File: src/rtl/wb_trace_stage.sv
// wb_trace_stage: write-back stage with a commit-trace FIFO drain port.
// Define WB_RETIRE_CNT_EN to build the 64-bit retired-instruction counter.
module wb_trace_stage #(
  parameter int DATA_W      = 32,
  parameter int ADDR_W      = 5,
  parameter int TRACE_DEPTH = 4
) (
  input  logic                         clk,
  input  logic                         reset,
  output logic                         ws_allowin,
  input  logic                         ms_to_ws_valid,
  input  logic [1+ADDR_W+2*DATA_W-1:0] ms_to_ws_bus,
  output logic                         rf_we,
  output logic [ADDR_W-1:0]            rf_waddr,
  output logic [DATA_W-1:0]            rf_wdata,
  output logic [1+ADDR_W+DATA_W-1:0]   ws_to_ds_bus,
  output logic                         trace_valid,
  input  logic                         trace_ready,
  output logic [DATA_W-1:0]            trace_pc,
  output logic [DATA_W/8-1:0]          trace_wen,
  output logic [ADDR_W-1:0]            trace_wnum,
  output logic [DATA_W-1:0]            trace_wdata,
  output logic [63:0]                  retire_cnt
);

  localparam int PTR_W = $clog2(TRACE_DEPTH);
  localparam int CNT_W = $clog2(TRACE_DEPTH + 1);

  typedef struct packed {
    logic              gr_we;
    logic [ADDR_W-1:0] dest;
    logic [DATA_W-1:0] result;
    logic [DATA_W-1:0] pc;
  } ms_ws_t;

  typedef struct packed {
    logic [DATA_W-1:0] pc;
    logic [ADDR_W-1:0] wnum;
    logic [DATA_W-1:0] wdata;
  } trace_rec_t;

  ms_ws_t           ws_q;
  logic             ws_valid;
  logic             ws_ready_go;
  logic             commit_we;
  logic             retire;
  logic             fifo_full;
  logic             push;
  logic             pop;
  trace_rec_t       mem [TRACE_DEPTH];
  trace_rec_t       head;
  logic [PTR_W-1:0] wr_ptr;
  logic [PTR_W-1:0] rd_ptr;
  logic [CNT_W-1:0] count;

  // Handshake, commit and forwarding decode for the instruction in the stage.
  always_comb begin
    commit_we   = ws_valid && ws_q.gr_we && (ws_q.dest != '0);
    fifo_full   = (count == CNT_W'(TRACE_DEPTH));
    trace_valid = (count != '0);
    pop         = trace_valid && trace_ready;
    ws_ready_go = !commit_we || !fifo_full || pop;
    ws_allowin  = !ws_valid || ws_ready_go;
    retire      = ws_valid && ws_ready_go;
    push        = retire && commit_we;
    rf_we       = commit_we && ws_ready_go;
    rf_waddr    = ws_valid ? ws_q.dest : '0;
    rf_wdata    = ws_valid ? ws_q.result : '0;
    ws_to_ds_bus = {commit_we,
                    commit_we ? ws_q.dest : '0,
                    ws_valid ? ws_q.result : '0};
  end

  // First-word-fall-through head view; fields are masked while empty.
  always_comb begin
    head        = mem[rd_ptr];
    trace_pc    = trace_valid ? head.pc : '0;
    trace_wnum  = trace_valid ? head.wnum : '0;
    trace_wdata = trace_valid ? head.wdata : '0;
    trace_wen   = {(DATA_W/8){trace_valid}};
  end

  // Stage valid bit advances whenever the stage can accept.
  always_ff @(posedge clk or posedge reset) begin
    if (reset) begin
      ws_valid <= 1'b0;
    end else if (ws_allowin) begin
      ws_valid <= ms_to_ws_valid;
    end
  end

  // Payload is data-only and needs no reset.
  always_ff @(posedge clk) begin
    if (ms_to_ws_valid && ws_allowin) begin
      ws_q <= ms_to_ws_bus;
    end
  end

  // Trace record storage, written at the tail on a committing retire.
  always_ff @(posedge clk) begin
    if (push) begin
      mem[wr_ptr] <= '{pc: ws_q.pc, wnum: ws_q.dest, wdata: ws_q.result};
    end
  end

  // FIFO pointers wrap naturally; occupancy holds on simultaneous push/pop.
  always_ff @(posedge clk or posedge reset) begin
    if (reset) begin
      wr_ptr <= '0;
      rd_ptr <= '0;
      count  <= '0;
    end else begin
      if (push) wr_ptr <= wr_ptr + PTR_W'(1);
      if (pop)  rd_ptr <= rd_ptr + PTR_W'(1);
      unique case ({push, pop})
        2'b10:   count <= count + CNT_W'(1);
        2'b01:   count <= count - CNT_W'(1);
        default: count <= count;
      endcase
    end
  end

`ifdef WB_RETIRE_CNT_EN
  logic [63:0] retire_q;

  // Counts every retiring instruction, writing or not.
  always_ff @(posedge clk or posedge reset) begin
    if (reset) begin
      retire_q <= '0;
    end else if (retire) begin
      retire_q <= retire_q + 64'd1;
    end
  end

  assign retire_cnt = retire_q;
`else
  assign retire_cnt = '0;
`endif

endmodule

File: config.mk
export PLATFORM = sky130hd
export DESIGN_NAME = wb_trace_stage
export DESIGN_NICKNAME = d
export VERILOG_FILES = /design/src/rtl/wb_trace_stage.sv
export SDC_FILE = /design/constraint.sdc
export NUM_CORES = 1
export LEC_CHECK = 0
export BUFFER_PORTS_ARGS = -buffer_cell sky130_fd_sc_hd__buf_4
export CORE_UTILIZATION = 42
export CTS_BUF_LIST = sky130_fd_sc_hd__clkbuf_8
export DETAILED_ROUTE_END_ITERATION = 12
export PLACE_DENSITY = 0.66
export SYNTH_ARGS = -nofsm -noshare
export SYNTH_HDL_FRONTEND = slang
export SYNTH_SLANG_ARGS = --single-unit
File: constraint.sdc
create_clock -name clk -period 3.5 [get_ports clk]
set_input_delay 0.7 -clock clk [delete_from_list [all_inputs] [get_ports clk]]
set_output_delay 0.7 -clock clk [all_outputs]
set_load 0.03 [all_outputs]
==> impl_metrics.env, run 1 <==
export IMPL_tightest_slew_ns=0.703
export IMPL_synthTopCellsByArea="sky130_fd_sc_hd__edfxtp_1 73%, sky130_fd_sc_hd__mux4_2 11%, sky130_fd_sc_hd__buf_4 5.4%, sky130_fd_sc_hd__and2_1 4.9%, sky130_fd_sc_hd__dfrtp_1 1.4%"
export IMPL_fin_total_pwr_mw=13.8
export IMPL_pwr_density_cell_nw_per_um2=813
export IMPL_finalHoldViolations=0
export IMPL_placed_cells=1322
export IMPL_final_period_utilization_pct=92.6
export IMPL_timing_reg2reg_worst_path_depth=8
export IMPL_core_area_um2=32900
export IMPL_place_detailed_hpwl_um=16200
export IMPL_gp_congestion=0.662
export IMPL_pin_count_of_the_biggest_net_entering_global_routing=43
export IMPL_boundaryPins=289
export IMPL_rsz_0062_raised_after_global_routing="no"
export IMPL_synth_fa_ha_area_share_pct=0.583
export IMPL_route_final_wire_length_um=26700
export IMPL_critPathSlowestCell="sky130_fd_sc_hd__or3_2"
export IMPL_yosys_top_cells_count="346 x sky130_fd_sc_hd__edfxtp_1, 112 x sky130_fd_sc_hd__and2_1, 101 x sky130_fd_sc_hd__buf_4, 68 x sky130_fd_sc_hd__mux4_2, 12 x sky130_fd_sc_hd__clkbuf_1"
export IMPL_setup_worst_path_end_class="output pin"
export IMPL_mean_area_per_synthesized_cell_um2=20.2
export IMPL_instances_no_fill=1427
export IMPL_timing_rr_start="count[0]$_DFFE_PP0P_"
export IMPL_synthSimpleGateAreaFrac_pct=5.57
export IMPL_worst_r2r_endpoint="count[2]$_DFFE_PP0P_"
export IMPL_timing_fmax_mhz=309
export IMPL_drv_max_cap_violation_count=0
export IMPL_antenna_cell_count=0
export IMPL_mux_contribution_to_synthesized_area_pct=11.2
export IMPL_gr_usage_all_layers_pct=15.8
export IMPL_whs_path_depth=1
export IMPL_cp_start_kind="flip-flop"
export IMPL_clk_latency_ns=0.61
export IMPL_grt_pass1_wl_um=40200
export IMPL_critical_path_top_delay_family="simple AND/OR/NAND/NOR gates"
export IMPL_chipHeight_um=186
export IMPL_regToRegSetupSlack_ns=0.98
export IMPL_path_buf_inv=2
export IMPL_critPathMaxFanout=41
export IMPL_dieArea_um2=34500
export IMPL_hold_class="input port to flip-flop"
export IMPL_final_max_slew_violation_count=0
export IMPL_synth_edff_count=346
export IMPL_clkSlewWorstSetupHoldPaths_ns=0.06
export IMPL_num_nets_final=1021
export IMPL_synthesis_instances=703
export IMPL_antenna_found_initial=1
export IMPL_layout_drive_gt1_share_pct=40.5
export IMPL_row_count=66
export IMPL_cts_tree="built"
export IMPL_min_delay_start="ms_to_ws_bus[68]"
export IMPL_yosysUniqueCellTypes=30
export IMPL_dominant_combinational_cell_family_by_area_after_synthesis="multiplexers"
export IMPL_synth_compound_area_share_pct=0.283
export IMPL_postSynth_topFlopCell="sky130_fd_sc_hd__edfxtp_1"
export IMPL_synth_area_leader_cell="sky130_fd_sc_hd__edfxtp_1"
export IMPL_cts_sinks=354
export IMPL_detail_route_first_pass_iterations=6
export IMPL_grt_overflow_total=0
export IMPL_yosys_area_share_xor_xnor_pct=0.371
export IMPL_clock_skew_ns=0.0287
export IMPL_num_vias=6660
export IMPL_static_leakage_power_nw=6.26
export IMPL_synth_seq_cells=354
export IMPL_outcome="finished, final reports clean"
export IMPL_die_w_um=186
export IMPL_async_reset_ff_share_pct=2.26
export IMPL_antenna_left=0
export IMPL_remaining_drc_errors=0
export IMPL_max_clock_path_buffers=3
export IMPL_post_route_min_period_ns=3.24
export IMPL_seq_area_frac_synth_pct=74.8
export IMPL_layout_area_overhead_vs_synth_pct=20.1
export IMPL_path_class="flip-flop to output pin"
export IMPL_initial_core_util_pct=43.1
export IMPL_worst_path_largest_cell_delay_ns=0.82
export IMPL_detail_route_iter0_violations=228
export IMPL_worst_ep_arrival_time_ns=2.54
export IMPL_synth_cell_area_um2=14200
export IMPL_fin_tns_setup_ns=0
export IMPL_worstPathCellList="or3_2 > buf_12 > and2_1 > buf_4"
export IMPL_htreeDepth=2
export IMPL_postCtsResizedCells=0
export IMPL_synthMostInstantiatedCell="sky130_fd_sc_hd__edfxtp_1"
export IMPL_ctsRootBufferMaster="sky130_fd_sc_hd__clkbuf_8"
export IMPL_cts_made_buffers=58
export IMPL_route_detailed_vias_per_inst=4.67
export IMPL_vdd_ir_drop_max_mv=0.447
export IMPL_synth_warning_count=0
export IMPL_hold_path_sink="ws_q[68]$_DFFE_PP_"
export IMPL_synth_top_area_share_pct=73.3
export IMPL_port_buffers=224
export IMPL_vias_in_the_first_global_route=7003
export IMPL_maxSlewHeadroom_pct=53.2
export IMPL_finalSetupViolations=0
export IMPL_fillCellCount=2717
export IMPL_drt_wirelength_per_cell_um=18.7
export IMPL_timing_critical_path_required_ns=2.80
worst register-to-register path, cell delays in order (launching register included):
cell and delay (ns):
sky130_fd_sc_hd__dfrtp_1 0.42, sky130_fd_sc_hd__or3_2 0.82, sky130_fd_sc_hd__and2_1 0.33, sky130_fd_sc_hd__ha_1 0.21
sky130_fd_sc_hd__inv_1 0.07, sky130_fd_sc_hd__fa_1 0.18, sky130_fd_sc_hd__xor2_1 0.16, sky130_fd_sc_hd__nor2_1 0.07
sky130_fd_sc_hd__xor2_1 0.14
metal layers:
metal,wire (um),share of wire (%),vias up,global-route usage [%]
li1,-,-,3026,-
met1,11500,43,3367,20.9
met2,13300,50,224,25.9
met3,1510,5.6,43,3.76
met4,439,1.6,0,4.92
met5,0,0,-,0
cell usage in the layout, fill, tap and decap left out, drive strengths merged, types with 2 or more instances in the layout:
cell	synthesis	final
inv	8	31
edfxtp	346	346
dfrtp	8	8
bufinv	0	4
clkbuf	12	58
clkinv	0	17
buf	117	243
clkinvlp	0	2
and2	112	112
xnor2	3	3
xor2	3	3
conb	1	64
mux4	69	69
nor2	2	2
ha	5	5
and3	4	4
final cells by class:
class                      count  area, um^2  share of cell area [%]
sequential                   354       10600                    62.3
multi-input combinational    275        2800                    16.5
timing repair buffer         244        1920                    11.3
clock buffer                  58         798                    4.69
tap                          442         553                    3.25
clock inverter                46         317                    1.86
inverter                       8        30.0                   0.176
registers in the layout (all words and copies together), names as in the netlist:
signal    cells
mem         276
ws_q         70
count         3
rd_ptr        2
wr_ptr        2
ws_valid      1
timing repair:
action,in CTS,in global routing
hold endpoints to repair,2,0
setup buffers,0,0
hold buffers,1,0
cell families (layout without fill, tap and decap cells):
kind of cell	after synthesis	in the layout
xor+xnor	6	6
mux	71	71
fa+ha+maj	6	6
buf+inv	137	356
flops	354	354
compound gates	3	3
other cells	1	64
simple gates	125	125
metrics by stage:
step / instance area, um^2 / setup WS [ns] / hold slack (ns) / utilization [%]
2_1_floorplan: 14400 / 0.121 / 0.447 / -
3_3_place_gp: 15900 / 0.854 / 0.474 / 48.4
3_5_place_dp: 15900 / 0.844 / 0.485 / 48.4
4_1_cts: 17000 / 0.145 / 0.204 / 51.8
5_1_grt: 17000 / 0.0967 / 0.215 / 51.8
6_report: 17000 / 0.259 / 0.261 / 51.8
where the power goes:
part | total, mW | switching (mW) | leakage [nW] | internal (mW)
sequential | 5.48 | 0.315 | 3.28 | 5.17
clock | 3.45 | 1.61 | 0.650 | 1.85
combinational | 4.90 | 2.79 | 2.33 | 2.11
total | 13.8 | 4.71 | 6.26 | 9.13
worst max-delay path by stage:
stage	to	start	cells after the start	slack [ns]
after floorplan	mem[2][0]$_DFFE_PP_	trace_ready	3	0.12
after global placement	trace_wnum[1]	count[0]$_DFFE_PP0P_	4	0.85
after detailed placement	trace_wnum[1]	count[0]$_DFFE_PP0P_	4	0.84
after CTS	trace_wnum[1]	count[0]$_DFFE_PP0P_	4	0.15
after global routing	trace_wnum[1]	count[0]$_DFFE_PP0P_	4	0.1
final	trace_wnum[1]	count[0]$_DFFE_PP0P_	4	0.26
No activity file was read; power rests on OpenSTA's default activity.
==> run 2, diff against run 1 <==
CORE_UTILIZATION = 50   (was 42)
PLACE_DENSITY = 0.77   (was 0.66)
==> run 2 against run 1 <==
Against the previous run:
- global-route usage grew 2.0 points
- clock power grew 8.4%
- via count grew 1.3%
- die area shrank 16%
- fmax shrank 2.1%
- sequential share of layout area shrank 0.11 points
- register-to-register slack lost 0.07 ns
- clock-buffer cell count grew 4
- first-iteration DRC count grew 88%
- critical endpoint is now trace_wdata[18]
==> impl_metrics.env, run 2 (synthesis gave the netlist of run 1 again) <==
export IMPL_cts_sinks=354
export IMPL_setup_worst_path_end_class="output pin"
export IMPL_post_cts_buffers=0
export IMPL_maxSlewHeadroom_pct=48.2
export IMPL_fin_total_pwr_mw=14.1
export IMPL_final_max_slew_violation_count=0
export IMPL_antenna_left=0
export IMPL_detail_route_iter0_violations=429
export IMPL_grt_pass1_wl_um=38300
export IMPL_postCtsResizedCells=0
export IMPL_worst_ep_arrival_time_ns=2.61
export IMPL_fin_tns_setup_ns=0
export IMPL_boundaryPins=289
export IMPL_layout_drive_gt1_share_pct=41.7
export IMPL_tightest_slew_ns=0.777
export IMPL_holdBufCountCts=0
export IMPL_cp_start_kind="flip-flop"
export IMPL_row_count=61
export IMPL_instances_no_fill=1362
export IMPL_hold_class="input port to asynchronous set/reset pin"
export IMPL_vias_in_the_first_global_route=6806
export IMPL_layout_cells_most_common_list="346 x sky130_fd_sc_hd__edfxtp_1, 234 x sky130_fd_sc_hd__buf_4, 107 x sky130_fd_sc_hd__and2_1, 68 x sky130_fd_sc_hd__mux4_2, 64 x sky130_fd_sc_hd__conb_1"
export IMPL_most_common_cell_after_layout_fill_and_taps_aside="sky130_fd_sc_hd__edfxtp_1"
export IMPL_net_switching_power_mw=4.69
export IMPL_antenna_cell_count=0
export IMPL_timing_reg2reg_worst_path_depth=4
export IMPL_gp_congestion=0.720
export IMPL_port_buffers=224
export IMPL_cts_tree="built"
export IMPL_timing_fmax_mhz=302
export IMPL_combinationalPowerShare_pct=34.5
export IMPL_num_vias=6745
export IMPL_power_sequential_fraction_pct=39.0
export IMPL_initial_core_util_pct=50.9
export IMPL_static_leakage_power_nw=6.28
export IMPL_route_detailed_vias_per_inst=4.95
export IMPL_htreeDepth=2
export IMPL_placed_cells=1257
export IMPL_pwr_density_cell_nw_per_um2=829
export IMPL_clkSlewWorstSetupHoldPaths_ns=0.06
export IMPL_dieArea_um2=29000
export IMPL_chipHeight_um=170
export IMPL_drt_wirelength_per_cell_um=18.7
export IMPL_detail_route_first_pass_iterations=4
export IMPL_outcome="finished, final reports clean"
export IMPL_route_final_wire_length_um=25500
export IMPL_clk_latency_ns=0.56
export IMPL_grt_overflow_total=0
export IMPL_largest_register_ff_count=276
export IMPL_antenna_found_initial=0
export IMPL_core_area_um2=27900
export IMPL_sw_frac_of_total_pct=33.2
export IMPL_remaining_drc_errors=0
export IMPL_internal_power_mw=9.44
export IMPL_pin_count_of_the_biggest_net_entering_global_routing=52
export IMPL_post_route_min_period_ns=3.31
export IMPL_rsz_0062_raised_after_global_routing="no"
export IMPL_path_class="flip-flop to output pin"
export IMPL_timing_critical_path_required_ns=2.80
export IMPL_pwr_share_clk_pct=26.5
export IMPL_ctsRootBufferMaster="sky130_fd_sc_hd__clkbuf_8"
export IMPL_clock_skew_ns=0.0159
export IMPL_place_detailed_hpwl_um=15800
export IMPL_max_clock_path_buffers=3
export IMPL_final_period_utilization_pct=94.6
export IMPL_critPathMaxFanout=23
export IMPL_largest_register_by_flop_count="mem"
export IMPL_gr_usage_all_layers_pct=17.8
export IMPL_num_nets_final=1017
export IMPL_vdd_ir_drop_max_mv=0.470
export IMPL_cts_made_buffers=56
export IMPL_reg_top3="mem x276, ws_q x70, count x3"
export IMPL_layout_area_overhead_vs_synth_pct=20.4
export IMPL_die_w_um=170
export IMPL_finalHoldViolations=0
export IMPL_drv_max_cap_violation_count=0
export IMPL_finalSetupViolations=0
## run 2: cell types whose count changed in the layout (fill, tap and decap cells not counted), sizes merged
cell	previous run	this run
bufinv	4	7
dlygate4sd3	1	0
clkinvlp	2	1
buf	243	242
clkinv	17	26
inv	31	17
clkbuf	58	62
## run 2: path summary, 6_finish.rpt
path,start,to,slack (ns)
max in group asynchronous,reset,rd_ptr[1]$_DFFE_PP0P_,3.14
max,rd_ptr[0]$_DFFE_PP0P_,trace_wdata[18],0.19
min in group clk,ms_to_ws_bus[1],ws_q[1]$_DFFE_PP_,0.31
min,reset,count[2]$_DFFE_PP0P_,0.09
max reg2reg,ws_q[64]$_DFFE_PP_,mem[1][54]$_DFFE_PP_,0.91
min reg2reg,ws_q[10]$_DFFE_PP_,mem[2][47]$_DFFE_PP_,0.49
## run 2: layout make-up
class / count / area (um^2)
flip-flops and latches: 354 / 10600
multi-input cells: 275 / 2800
well taps: 378 / 473
fillers: 1983 / 10800
repair buffers: 242 / 1920
clock inverters: 43 / 377
inverters: 8 / 30.0
clock buffers: 62 / 853
## run 2: layer usage
metal	global-route usage (%)	wire length, um	vias up
li1	-	-	3018
met2	29.5	12700	258
met4	6.03	583	0
met3	3.60	1460	52
met5	0	0	-
met1	23.5	10800	3417
## run 2: critical path: stages (launching register included)
cell	delay, ns
sky130_fd_sc_hd__dfrtp_4	0.75
sky130_fd_sc_hd__buf_4	0.38
sky130_fd_sc_hd__mux4_2	0.55
sky130_fd_sc_hd__and2_1	0.19
sky130_fd_sc_hd__buf_4	0.17
## run 2: stage by stage
step / hold WS (ns) / setup slack (ns) / area, um^2 / util, %
6_report: 0.0916 / 0.188 / 17000 / 61.2
5_1_grt: 0.0658 / 0.00846 / 17000 / 61.2
4_1_cts: 0.0505 / 0.0760 / 17000 / 61.2
3_5_place_dp: 0.481 / 0.701 / 15800 / 56.8
3_3_place_gp: 0.470 / 0.730 / 15800 / 56.8
2_1_floorplan: 0.447 / 0.121 / 14400 / -
## run 2: power groups by stage
stage / clock (mW) / sequential, mW / combinational [mW]
6_report: 3.74 / 5.51 / 4.88
5_1_grt: 4.02 / 5.57 / 5.18
4_1_cts: 3.84 / 5.52 / 4.96
3_5_place_dp: 0 / 5.61 / 4.95
3_3_place_gp: 0 / 5.58 / 4.91
2_1_floorplan: 0 / 5.37 / 3.69
